==> src/rtl/trap_sequencer_pkg.sv <==
// Shared types and constants for the trap sequencer: FSM state encoding,
// the synchronous-exception trap-type table and the tt base constants.
package trap_pkg;

  typedef enum logic [2:0] {
    ST_IDLE,
    ST_WIN,
    ST_SAVE_PC,
    ST_SAVE_NPC,
    ST_VECTOR,
    ST_ERROR
  } state_t;

  localparam logic [7:0] TT_IRQ_BASE = 8'h10;
  localparam logic [7:0] TT_SW_BASE  = 8'h80;

  // Index 0 is the highest-priority exception line.
  localparam logic [7:0] EXC_TT [0:7] = '{
    8'h01,  // instruction_access_exception
    8'h02,  // illegal_instruction
    8'h03,  // privileged_instruction
    8'h04,  // fp_disabled
    8'h05,  // window_overflow
    8'h06,  // window_underflow
    8'h07,  // mem_address_not_aligned
    8'h09   // data_access_exception
  };

  function automatic logic [7:0] exc_tt(input int unsigned idx);
    logic [2:0] sel;
    sel = idx[2:0];
    return (idx < 8) ? EXC_TT[sel] : 8'h00;
  endfunction

endpackage

==> src/rtl/trap_sequencer_if.sv <==
// Request/strobe bundle between the pipeline and the trap sequencer.
// Optional counter outputs exist only when TRAP_SEQ_COUNT_EN is defined.
interface trap_sequencer_if #(
  parameter int unsigned NUM_EXC = 8
);
  logic [NUM_EXC-1:0] exc_req;
  logic               sw_trap_req;
  logic [6:0]         sw_trap_num;
  logic [3:0]         irl;
  logic [3:0]         pil;
  logic               et;
  logic [7:0]         tt_out;
  logic               tt_we;
  logic               cwp_dec;
  logic               psr_trap_upd;
  logic               rf_we;
  logic [4:0]         rf_addr;
  logic               rf_sel_npc;
  logic               pc_load;
  logic               stall;
  logic               error_mode;
`ifdef TRAP_SEQ_COUNT_EN
  logic [15:0]        trap_count;
  logic               last_was_irq;
`endif

  modport master (
    output exc_req, sw_trap_req, sw_trap_num, irl, pil, et,
    input  tt_out, tt_we, cwp_dec, psr_trap_upd, rf_we, rf_addr,
           rf_sel_npc, pc_load, stall, error_mode
`ifdef TRAP_SEQ_COUNT_EN
    , input trap_count, last_was_irq
`endif
  );

  modport slave (
    input  exc_req, sw_trap_req, sw_trap_num, irl, pil, et,
    output tt_out, tt_we, cwp_dec, psr_trap_upd, rf_we, rf_addr,
           rf_sel_npc, pc_load, stall, error_mode
`ifdef TRAP_SEQ_COUNT_EN
    , output trap_count, last_was_irq
`endif
  );

endinterface

==> src/rtl/trap_priority_enc.sv <==
// Combinational trap priority select: exceptions (lowest index first),
// then software trap, then a qualifying external interrupt.
module trap_priority_enc
  import trap_pkg::*;
#(
  parameter int unsigned NUM_EXC = 8
) (
  input  logic [NUM_EXC-1:0] exc_req,
  input  logic               sw_trap_req,
  input  logic [6:0]         sw_trap_num,
  input  logic [3:0]         irl,
  input  logic [3:0]         pil,
  input  logic               et,
  output logic               valid,
  output logic [7:0]         tt,
  output logic               is_irq
);

  logic       exc_hit;
  logic [7:0] exc_sel;
  logic       irq_ok;

  // Pick the winning request and form its trap type.
  always_comb begin
    exc_hit = 1'b0;
    exc_sel = '0;
    valid   = 1'b0;
    tt      = '0;
    is_irq  = 1'b0;
    irq_ok  = et && (irl != 4'h0) && ((irl > pil) || (irl == 4'hF));
    for (int unsigned i = 0; i < NUM_EXC; i++) begin
      if (exc_req[i] && !exc_hit) begin
        exc_hit = 1'b1;
        exc_sel = exc_tt(i);
      end
    end
    if (exc_hit) begin
      valid = 1'b1;
      tt    = exc_sel;
    end else if (sw_trap_req) begin
      valid = 1'b1;
      tt    = TT_SW_BASE | {1'b0, sw_trap_num};
    end else if (irq_ok) begin
      valid  = 1'b1;
      tt     = TT_IRQ_BASE | {4'h0, irl};
      is_irq = 1'b1;
    end
  end

endmodule

==> src/rtl/trap_sequencer.sv <==
// Trap entry sequencer: selects the highest-priority trap in IDLE and steps
// WIN -> SAVE_PC -> SAVE_NPC -> VECTOR with registered strobes; a trap taken
// with ET=0 parks in ERROR until reset.
// Optional build macro: TRAP_SEQ_COUNT_EN (trap_count / last_was_irq).
module trap_sequencer
  import trap_pkg::*;
#(
  parameter int unsigned NUM_EXC    = 8,
  parameter int unsigned RF_PC_REG  = 17,
  parameter int unsigned RF_NPC_REG = 18
) (
  input logic             clk,
  input logic             reset,
  trap_sequencer_if.slave bus
);

  state_t     state_q, state_d;
  logic       sel_valid;
  logic [7:0] sel_tt;
  logic       sel_irq;
  logic       enter_win;

  logic [7:0] tt_q;
  logic       tt_we_q, cwp_dec_q, psr_upd_q, rf_we_q, rf_sel_npc_q;
  logic [4:0] rf_addr_q;
  logic       pc_load_q, stall_q, error_q;

  trap_priority_enc #(.NUM_EXC(NUM_EXC)) u_enc (
    .exc_req     (bus.exc_req),
    .sw_trap_req (bus.sw_trap_req),
    .sw_trap_num (bus.sw_trap_num),
    .irl         (bus.irl),
    .pil         (bus.pil),
    .et          (bus.et),
    .valid       (sel_valid),
    .tt          (sel_tt),
    .is_irq      (sel_irq)
  );

  // State register.
  always_ff @(posedge clk) begin
    if (reset) state_q <= ST_IDLE;
    else       state_q <= state_d;
  end

  // Next-state logic; requests are only looked at in IDLE.
  always_comb begin
    state_d = state_q;
    case (state_q)
      ST_IDLE: begin
        if (sel_valid && bus.et)        state_d = ST_WIN;
        else if (sel_valid && !sel_irq) state_d = ST_ERROR;
      end
      ST_WIN:      state_d = ST_SAVE_PC;
      ST_SAVE_PC:  state_d = ST_SAVE_NPC;
      ST_SAVE_NPC: state_d = ST_VECTOR;
      ST_VECTOR:   state_d = ST_IDLE;
      ST_ERROR:    state_d = ST_ERROR;
      default:     state_d = ST_IDLE;
    endcase
  end

  assign enter_win = (state_q == ST_IDLE) && (state_d == ST_WIN);

  // Outputs are decoded from the next state and registered, so each strobe
  // appears in the cycle the FSM occupies the corresponding state.
  always_ff @(posedge clk) begin
    if (reset) begin
      tt_q         <= '0;
      tt_we_q      <= 1'b0;
      cwp_dec_q    <= 1'b0;
      psr_upd_q    <= 1'b0;
      rf_we_q      <= 1'b0;
      rf_addr_q    <= '0;
      rf_sel_npc_q <= 1'b0;
      pc_load_q    <= 1'b0;
      stall_q      <= 1'b0;
      error_q      <= 1'b0;
    end else begin
      if (enter_win) tt_q <= sel_tt;
      tt_we_q      <= (state_d == ST_SAVE_NPC);
      cwp_dec_q    <= (state_d == ST_WIN);
      psr_upd_q    <= (state_d == ST_WIN);
      rf_we_q      <= (state_d == ST_SAVE_PC) || (state_d == ST_SAVE_NPC);
      rf_addr_q    <= (state_d == ST_SAVE_PC)  ? 5'(RF_PC_REG)  :
                      (state_d == ST_SAVE_NPC) ? 5'(RF_NPC_REG) : '0;
      rf_sel_npc_q <= (state_d == ST_SAVE_NPC);
      pc_load_q    <= (state_d == ST_VECTOR);
      stall_q      <= (state_d != ST_IDLE);
      error_q      <= (state_d == ST_ERROR);
    end
  end

  assign bus.tt_out       = tt_q;
  assign bus.tt_we        = tt_we_q;
  assign bus.cwp_dec      = cwp_dec_q;
  assign bus.psr_trap_upd = psr_upd_q;
  assign bus.rf_we        = rf_we_q;
  assign bus.rf_addr      = rf_addr_q;
  assign bus.rf_sel_npc   = rf_sel_npc_q;
  assign bus.pc_load      = pc_load_q;
  assign bus.stall        = stall_q;
  assign bus.error_mode   = error_q;

`ifdef TRAP_SEQ_COUNT_EN
  logic [15:0] count_q;
  logic        last_irq_q;

  // Count trap entries (ERROR entries excluded) and remember interrupt origin.
  always_ff @(posedge clk) begin
    if (reset) begin
      count_q    <= '0;
      last_irq_q <= 1'b0;
    end else if (enter_win) begin
      count_q    <= count_q + 16'd1;
      last_irq_q <= sel_irq;
    end
  end

  assign bus.trap_count   = count_q;
  assign bus.last_was_irq = last_irq_q;
`endif

endmodule

==> src/flat_wrapper.sv <==
// flat-port wrapper written by rule: the top's interface ports become plain ports
module trap_sequencer_flat import trap_pkg::*;
#(
  parameter int unsigned NUM_EXC    = 8,
  parameter int unsigned RF_PC_REG  = 17,
  parameter int unsigned RF_NPC_REG = 18
)
  (clk, reset, bus_exc_req, bus_sw_trap_req, bus_sw_trap_num, bus_irl, bus_pil, bus_et, bus_tt_out, bus_tt_we, bus_cwp_dec, bus_psr_trap_upd, bus_rf_we, bus_rf_addr, bus_rf_sel_npc, bus_pc_load, bus_stall, bus_error_mode);
  trap_sequencer_if #(.NUM_EXC(NUM_EXC)) bus_i ();
  input logic clk;
  input logic reset;
  input wire logic [$bits(bus_i.exc_req)-1:0] bus_exc_req;
  input wire logic [$bits(bus_i.sw_trap_req)-1:0] bus_sw_trap_req;
  input wire logic [$bits(bus_i.sw_trap_num)-1:0] bus_sw_trap_num;
  input wire logic [$bits(bus_i.irl)-1:0] bus_irl;
  input wire logic [$bits(bus_i.pil)-1:0] bus_pil;
  input wire logic [$bits(bus_i.et)-1:0] bus_et;
  output wire logic [$bits(bus_i.tt_out)-1:0] bus_tt_out;
  output wire logic [$bits(bus_i.tt_we)-1:0] bus_tt_we;
  output wire logic [$bits(bus_i.cwp_dec)-1:0] bus_cwp_dec;
  output wire logic [$bits(bus_i.psr_trap_upd)-1:0] bus_psr_trap_upd;
  output wire logic [$bits(bus_i.rf_we)-1:0] bus_rf_we;
  output wire logic [$bits(bus_i.rf_addr)-1:0] bus_rf_addr;
  output wire logic [$bits(bus_i.rf_sel_npc)-1:0] bus_rf_sel_npc;
  output wire logic [$bits(bus_i.pc_load)-1:0] bus_pc_load;
  output wire logic [$bits(bus_i.stall)-1:0] bus_stall;
  output wire logic [$bits(bus_i.error_mode)-1:0] bus_error_mode;
  assign bus_i.exc_req = bus_exc_req;
  assign bus_i.sw_trap_req = bus_sw_trap_req;
  assign bus_i.sw_trap_num = bus_sw_trap_num;
  assign bus_i.irl = bus_irl;
  assign bus_i.pil = bus_pil;
  assign bus_i.et = bus_et;
  assign bus_tt_out = bus_i.tt_out;
  assign bus_tt_we = bus_i.tt_we;
  assign bus_cwp_dec = bus_i.cwp_dec;
  assign bus_psr_trap_upd = bus_i.psr_trap_upd;
  assign bus_rf_we = bus_i.rf_we;
  assign bus_rf_addr = bus_i.rf_addr;
  assign bus_rf_sel_npc = bus_i.rf_sel_npc;
  assign bus_pc_load = bus_i.pc_load;
  assign bus_stall = bus_i.stall;
  assign bus_error_mode = bus_i.error_mode;
  trap_sequencer #(.NUM_EXC(NUM_EXC), .RF_PC_REG(RF_PC_REG), .RF_NPC_REG(RF_NPC_REG)) u_core (.clk(clk), .reset(reset), .bus(bus_i));
endmodule
==> config.mk <==
export PLATFORM = sky130hd
export DESIGN_NAME = trap_sequencer_flat
export DESIGN_NICKNAME = d
export VERILOG_FILES = /design/src/rtl/trap_sequencer_pkg.sv /design/src/rtl/trap_sequencer_if.sv /design/src/rtl/trap_priority_enc.sv /design/src/rtl/trap_sequencer.sv /design/src/flat_wrapper.sv
export SDC_FILE = /design/constraint.sdc
export NUM_CORES = 1
export LEC_CHECK = 0
export ABC_AREA = 1
export CAP_MARGIN = 10
export CORE_MARGIN = 4
export CORE_UTILIZATION = 43
export CTS_BUF_LIST = sky130_fd_sc_hd__clkbuf_8
export DETAILED_ROUTE_END_ITERATION = 8
export PLACE_DENSITY = 0.82
export SLEW_MARGIN = 10
export SYNTH_ARGS = -nofsm -noshare
export SYNTH_HDL_FRONTEND = slang
export SYNTH_SLANG_ARGS = --single-unit
==> constraint.sdc <==
create_clock -name clk -period 2.2 [get_ports clk]
set_input_delay 0.44 -clock clk [delete_from_list [all_inputs] [get_ports clk]]
set_output_delay 0.44 -clock clk [all_outputs]
set_load 0.01 [all_outputs]
==> summary.txt, run 1 <==
Worst Path Max Fanout - 8
Top FF cell, synth - dfxtp_1
Gr ovfl total - 0
Total net switching power - 0.5908 mW
Top-area cell type share of the netlist area - 0.3543
Final setup fails - 0
Top-count cell post-synth - nand2_1
HP Start - u_core.bus.tt_out[1]
Num CTS Buffers - 3
Largest cells by area after synthesis - dfxtp_1 35%, nand2_1 14%, inv_1 11%
Cell taking the most area after synthesis - dfxtp_1
Reg2Reg Launch Point - u_core.state_q[0]
Sw Ratio - 0.3860
Drt wl/cell - 13.08 um
Post-synth EDFFs - 0
Final-report hold violation count - 0
Worst setup EP type - register
Critical Path RT - 2.39 ns
Crit start category - input port
CTS tree - built
Sequential-to-total area share from yosys stat - 0.3543
Worst-path clk slew - 0.07 ns
FF+latch count, synth - 19
Final critical-path share of the clock period - 0.9751
Die Height - 57.97 um
Gpl congestion - 0.8740
CTS Root Cell - clkbuf_8
Hpwl dp - 2275 um
Final antenna-violating net count - 0
Area growth from synthesis to layout - 56.76%
Share of cells above drive strength 1 - 0.1308
Mean Syn Cell Area - 6.586 um^2
Power share of the combinational group - 0.511
First DRT Iteration DRCs - 38
Leakage - 0.8462 nW
Hold WC Path Type - reg -> reg
Placed Area - 1555 um^2
I/O pin count - 48
Post-Layout Inst Area - 1683 um^2
CTS Hold Buffers Added - 0
Synth Instances - 163
Final WL - 3166 um
# DRC - 0
Port Buf Inserts - 45
Async set or reset register ratio after synthesis - 0
Final cell count without fillers - 242
Initial antenna violation count - 0
Critical path class - in -> reg
Row count - 17
Distinct cells, synth - 24
Pint - 0.9397 mW
Max Cap Viol - 0
Worst-case clock buffer depth - 2
Reg2Reg Setup Slack - 0.59 ns
Min Tclk post-route - 2.145 ns
Max rail drop VDD - 0.0007739 V
Layout fillers - 181
Vias in the first global route - 1152
Worst Hold Path Cells - 4
Clock Skews - 0.004693 ns
Critical Path AT - 2.34 ns
Fin. max-slew vios - 0
Via Count - 1206
Placed instance count - 236
Initial Utilization - 0.4673
Core area - 2297 um^2
First-pass GRT wire length - 4574 um
Outcome - complete, no violations
Sequential Area - 380.4 um^2
Clock sink total - 19
Die Wd - 57.97 um
Clock Power Share - 0.158
Fmax - 466.1 MHz
H-tree Lvls - 1
Hold endpoint - u_core.bus.tt_out[1]
Netlist Area Pre-Place - 1074 um^2
Multi-input gate area - 596.8 um^2
Power per cell area - 909.5 nW/um^2
Die Area - 3360 um^2
All-Layer GR Usage - 0.1733
Number of diodes - 0
Largest net degree at the start of global routing - 18
Worst skew pair latency - 0.26 ns
Final net count - 246
R2R Path End - u_core.bus.tt_out[0]
Synth warnings - 0
Pre-Repair DR Iteration Count - 4
Sequential power share - 0.331
Reg2Reg Depth - 7
Commonest cells post-synth - 41 x nand2_1, 31 x inv_1, 28 x nor2_1
Via-to-Cell Ratio - 4.983
-- metrics by stage --
step	hold WS (ns)	worst slack [ns]	TNS [ns]	util	total power, mW
after floorplan	0.5239	0.3942	0	-	0.9151
after detailed placement	0.5111	-0.2552	-1.886	0.6770	1.207
after CTS	0.5224	0.01335	0	0.6972	1.445
final	0.5236	0.05472	0	0.7326	1.530
after global routing	0.5536	-0.07724	-0.3434	0.7326	1.633
after global placement	0.4997	-0.1193	-0.8151	0.6770	1.174
-- how the worst max path moves through the flow --
stage | from | end | slack [ns] | depth (start not counted)
finish | bus_pil[1] | u_core.bus.tt_out[0] | 0.05 | 17
global route | bus_pil[1] | u_core.bus.tt_out[0] | -0.08 | 17
CTS | bus_pil[3] | u_core.bus.tt_out[5] | 0.01 | 16
detailed placement | bus_pil[3] | u_core.bus.tt_out[5] | -0.26 | 16
global placement | bus_pil[3] | u_core.bus.tt_out[6] | -0.12 | 16
floorplan | bus_pil[3] | u_core.bus.tt_out[5] | 0.39 | 16
-- timing repair --
item	CTS	global route
endpoints found under the setup margin	0	9
gates resized for setup	0	14
buffers inserted	0	0
-- per-layer routing --
layer | vias up | GRT usage | share of wire
li1 | 601 | - | -
met1 | 540 | 0.1712 | 0.39
met2 | 55 | 0.3290 | 0.51
met3 | 10 | 0.06013 | 0.082
met4 | 0 | 0.06291 | 0.019
met5 | - | 0 | 0
-- power groups by stage --
stage	registers (mW)	clock network, mW	logic (mW)
2_1_floorplan	0.549	0	0.366
3_3_place_gp	0.505	0	0.670
3_5_place_dp	0.512	0	0.694
4_1_cts	0.505	0.242	0.699
5_1_grt	0.520	0.260	0.852
6_report	0.506	0.242	0.782
-- critical path, cell delays in order --
cell	delay (ns)
clkdlybuf4s50_1	0.46
inv_1	0.06
ha_4	0.26
nand2_1	0.05
nand2_1	0.05
nand2_1	0.05
nand2_1	0.06
nand2_1	0.07
nand2_2	0.07
nand2_1	0.06
nand2_1	0.08
nand2_2	0.07
nand2_4	0.12
nand4_4	0.15
nand2_1	0.12
nand2_1	0.05
nor2_1	0.11
-- cell type report --
cell class,instances,share of cell area
Sequential cell,19,0.2260
Tap cell,28,0.02082
Multi-Input combinational cell,109,0.3546
Clock inverter,1,0.002974
Inverter,31,0.06915
Clock buffer,3,0.02454
Timing Repair Buffer,51,0.3019
-- flip-flops by register name (all words and copies together), names as in the netlist --
signal,flops
u_core.bus.stall,1
u_core.bus.pc_load,1
u_core.bus.rf_sel_npc,1
u_core.bus.rf_addr,2
u_core.bus.rf_we,1
u_core.bus.tt_out,8
u_core.state_q,3
u_core.bus.psr_trap_upd,1
u_core.bus.error_mode,1
-- cell families (layout without fill, tap and decap cells) --
logic type | Yosys count | after routing | synth area share
other | 1 | 2 | 0.003493
DFF | 19 | 19 | 0.3543
and+or+nand+nor | 88 | 90 | 0.3660
AOI/OAI and AO/OA | 13 | 13 | 0.07228
adders and majority gates | 4 | 4 | 0.04662
buffers and inverters | 38 | 86 | 0.1573
-- layout by cell type (no fill, tap or decap), drive strengths merged, types with 4 or more instances in the layout --
cell type / instances
nand2: 45
clkdlybuf4s50: 40
inv: 31
nor2: 30
dfxtp: 19
a21oi: 6
nand3: 6
buf: 6
nand4: 6
dlymetal6s2s: 5
ha: 4
Power figures use the tool's default switching activity.
==> run 2, diff against run 1 <==
SLEW_MARGIN = default   (was 10)
==> results of run 2 <==
Final layout, timing and power as in run 1 (identical DEF).
==> run 3, diff against run 2 <==
CORE_ASPECT_RATIO = 0.75   (was default)
==> run 3 against run 2 <==
  * Maximum frequency increased by 1.5%
  * First-iteration DRC count increased to 4.5 times the previous value
  * Final cell count grew 2.5%
  * Sequential cell count unchanged
  * Register-to-register slack hardly changed
  * Setup slack gained 0.032 ns
  * Wire length up 2.3%
  * Die area grew 0.25%
  * Core utilization hardly changed
  * Power up 1.4%
  * Critical path type unchanged
  * Critical endpoint is now u_core.bus.tt_out[6]
  * Highest routed layer unchanged
==> summary.txt, run 3 (synthesized netlist as in run 1, its figures left out) <==
Gpl congestion - 0.8262
All-Layer GR Usage - 0.1663
Number of diodes - 0
Most frequent cells in the layout - 39 x nand2_1, 39 x clkdlybuf4s50_1, 28 x inv_1
Final WL - 3240 um
Vias in the first global route - 1042
Min Tclk post-route - 2.113 ns
Final antenna-violating net count - 0
CTS tree - built
Core area - 2346 um^2
Hold WC Path Type - reg -> reg
Row count - 15
Critical Path RT - 2.35 ns
Reg2Reg Depth - 7
Worst-path clk slew - 0.07 ns
First DRT Iteration DRCs - 171
Pre-Repair DR Iteration Count - 4
Power per cell area - 902.3 nW/um^2
Outcome - complete, no violations
Setup TNS - 0 ns
Clock Power Share - 0.154
Final-report hold violation count - 0
Share of cells above drive strength 1 - 0.1542
Fmax - 473.2 MHz
Placed Area - 1563 um^2
Sw Ratio - 0.3904
Post-Layout Inst Area - 1719 um^2
Post-CTS Setup Bufs - 0
Initial antenna violation count - 0
Area growth from synthesis to layout - 60.14%
Die Wd - 65.70 um
H-tree Lvls - 1
Worst Hold Path Cells - 4
Max rail drop VDD - 0.0006858 V
Via-to-Cell Ratio - 4.927
Hpwl dp - 2244 um
Power share of the combinational group - 0.521
CTS Root Cell - clkbuf_8
Initial Utilization - 0.4576
Worst-case clock buffer depth - 2
Sequential power share - 0.325
Clock sink total - 19
Via Count - 1222
Total net switching power - 0.6056 mW
Crit start category - input port
Largest net degree at the start of global routing - 18
Die Area - 3368 um^2
Worst setup EP type - register
Num CTS Buffers - 3
First-pass GRT wire length - 4347 um
Final critical-path share of the clock period - 0.9605
# DRC - 0
Max FFs per register - 8
Critical Path AT - 2.27 ns
Critical path class - in -> reg
Gr ovfl total - 0
Port Buf Inserts - 45
Die Height - 51.27 um
Hold Slack - 0.5249 ns
Drt wl/cell - 13.06 um
I/O pin count - 48
Clock Skews - 0.004012 ns
Final cell count without fillers - 248
Max Cap Viol - 0
Final net count - 246
Placed instance count - 242
Pint - 0.9457 mW
Final setup fails - 0
Worst skew pair latency - 0.26 ns
Leakage - 0.8574 nW
Worst Path Max Fanout - 4
Fin. max-slew vios - 0
==> run 3: cell types whose count changed in the layout (fill, tap and decap cells not counted) <==
cell,delta
nor2_2,+3
dlymetal6s2s_1,+1
ha_1,-1
o221ai_1,-1
o221ai_2,+1
nor2_1,-3
clkdlybuf4s50_1,-1
ha_4,+1
==> run 3: final timing paths <==
| path | from | to | slack (ns) |
|---|---|---|---|
| worst min register to register | u_core.bus.tt_out[3] | u_core.bus.tt_out[3] | 0.52 |
| worst max-delay path | bus_irl[2] | u_core.bus.tt_out[6] | 0.09 |
| worst max register to register | u_core.state_q[0] | u_core.bus.tt_out[4] | 0.60 |
| worst min-delay path | u_core.bus.tt_out[3] | u_core.bus.tt_out[3] | 0.52 |
==> run 3: per-stage QoR <==
stage | utilization | total power [mW] | worst slack (ns)
after floorplan | - | 0.9151 | 0.3942
after global placement | 0.6661 | 1.174 | -0.1305
after detailed placement | 0.6661 | 1.209 | -0.2441
after CTS | 0.6859 | 1.446 | 0.01115
after global routing | 0.7328 | 1.656 | -0.05750
final | 0.7328 | 1.551 | 0.08695
==> run 3: final cells by class <==
class	count	area [um^2]
fillers	189	626.9
flip-flops and latches	19	380.4
clock inverters	1	5.005
inverters	31	116.4
clock buffers	3	41.29
multi-input cells	109	623.1
well taps	34	42.54
repair buffers	51	510.5
==> run 3: critical path, cell delays in order <==
cell and delay (ns):
clkdlybuf4s50_1 0.46, ha_4 0.28, nand2_1 0.04, inv_1 0.08
nand2_1 0.07, nand2_1 0.06, nand2_1 0.06, nand2_1 0.08
nand2_1 0.06, nand2_1 0.08, nand2_2 0.06, nand2_4 0.12
nand4_2 0.15, a21oi_1 0.18, nor2_1 0.05
==> run 3: power groups by stage <==
stage | Clock (mW) | Sequential, mW | Combinational (mW)
after CTS | 0.240 | 0.503 | 0.703
after global routing | 0.252 | 0.518 | 0.886
after global placement | 0 | 0.506 | 0.667
after detailed placement | 0 | 0.510 | 0.699
final | 0.238 | 0.504 | 0.809
after floorplan | 0 | 0.549 | 0.366
==> run 3: metal layers <==
layer,GRT usage,vias up,routed length [um],part of all wire
met5,0,-,0,0
met4,0.04483,0,25,0.0077
met3,0.04835,4,315,0.097
met2,0.2845,74,1563,0.48
met1,0.2024,546,1335,0.41
li1,-,598,-,-
==> run 3: repair_timing <==
item	in CTS	in global routing
setup endpoints to repair	0	9
hold buffers	0	0
gates resized for setup	0	20
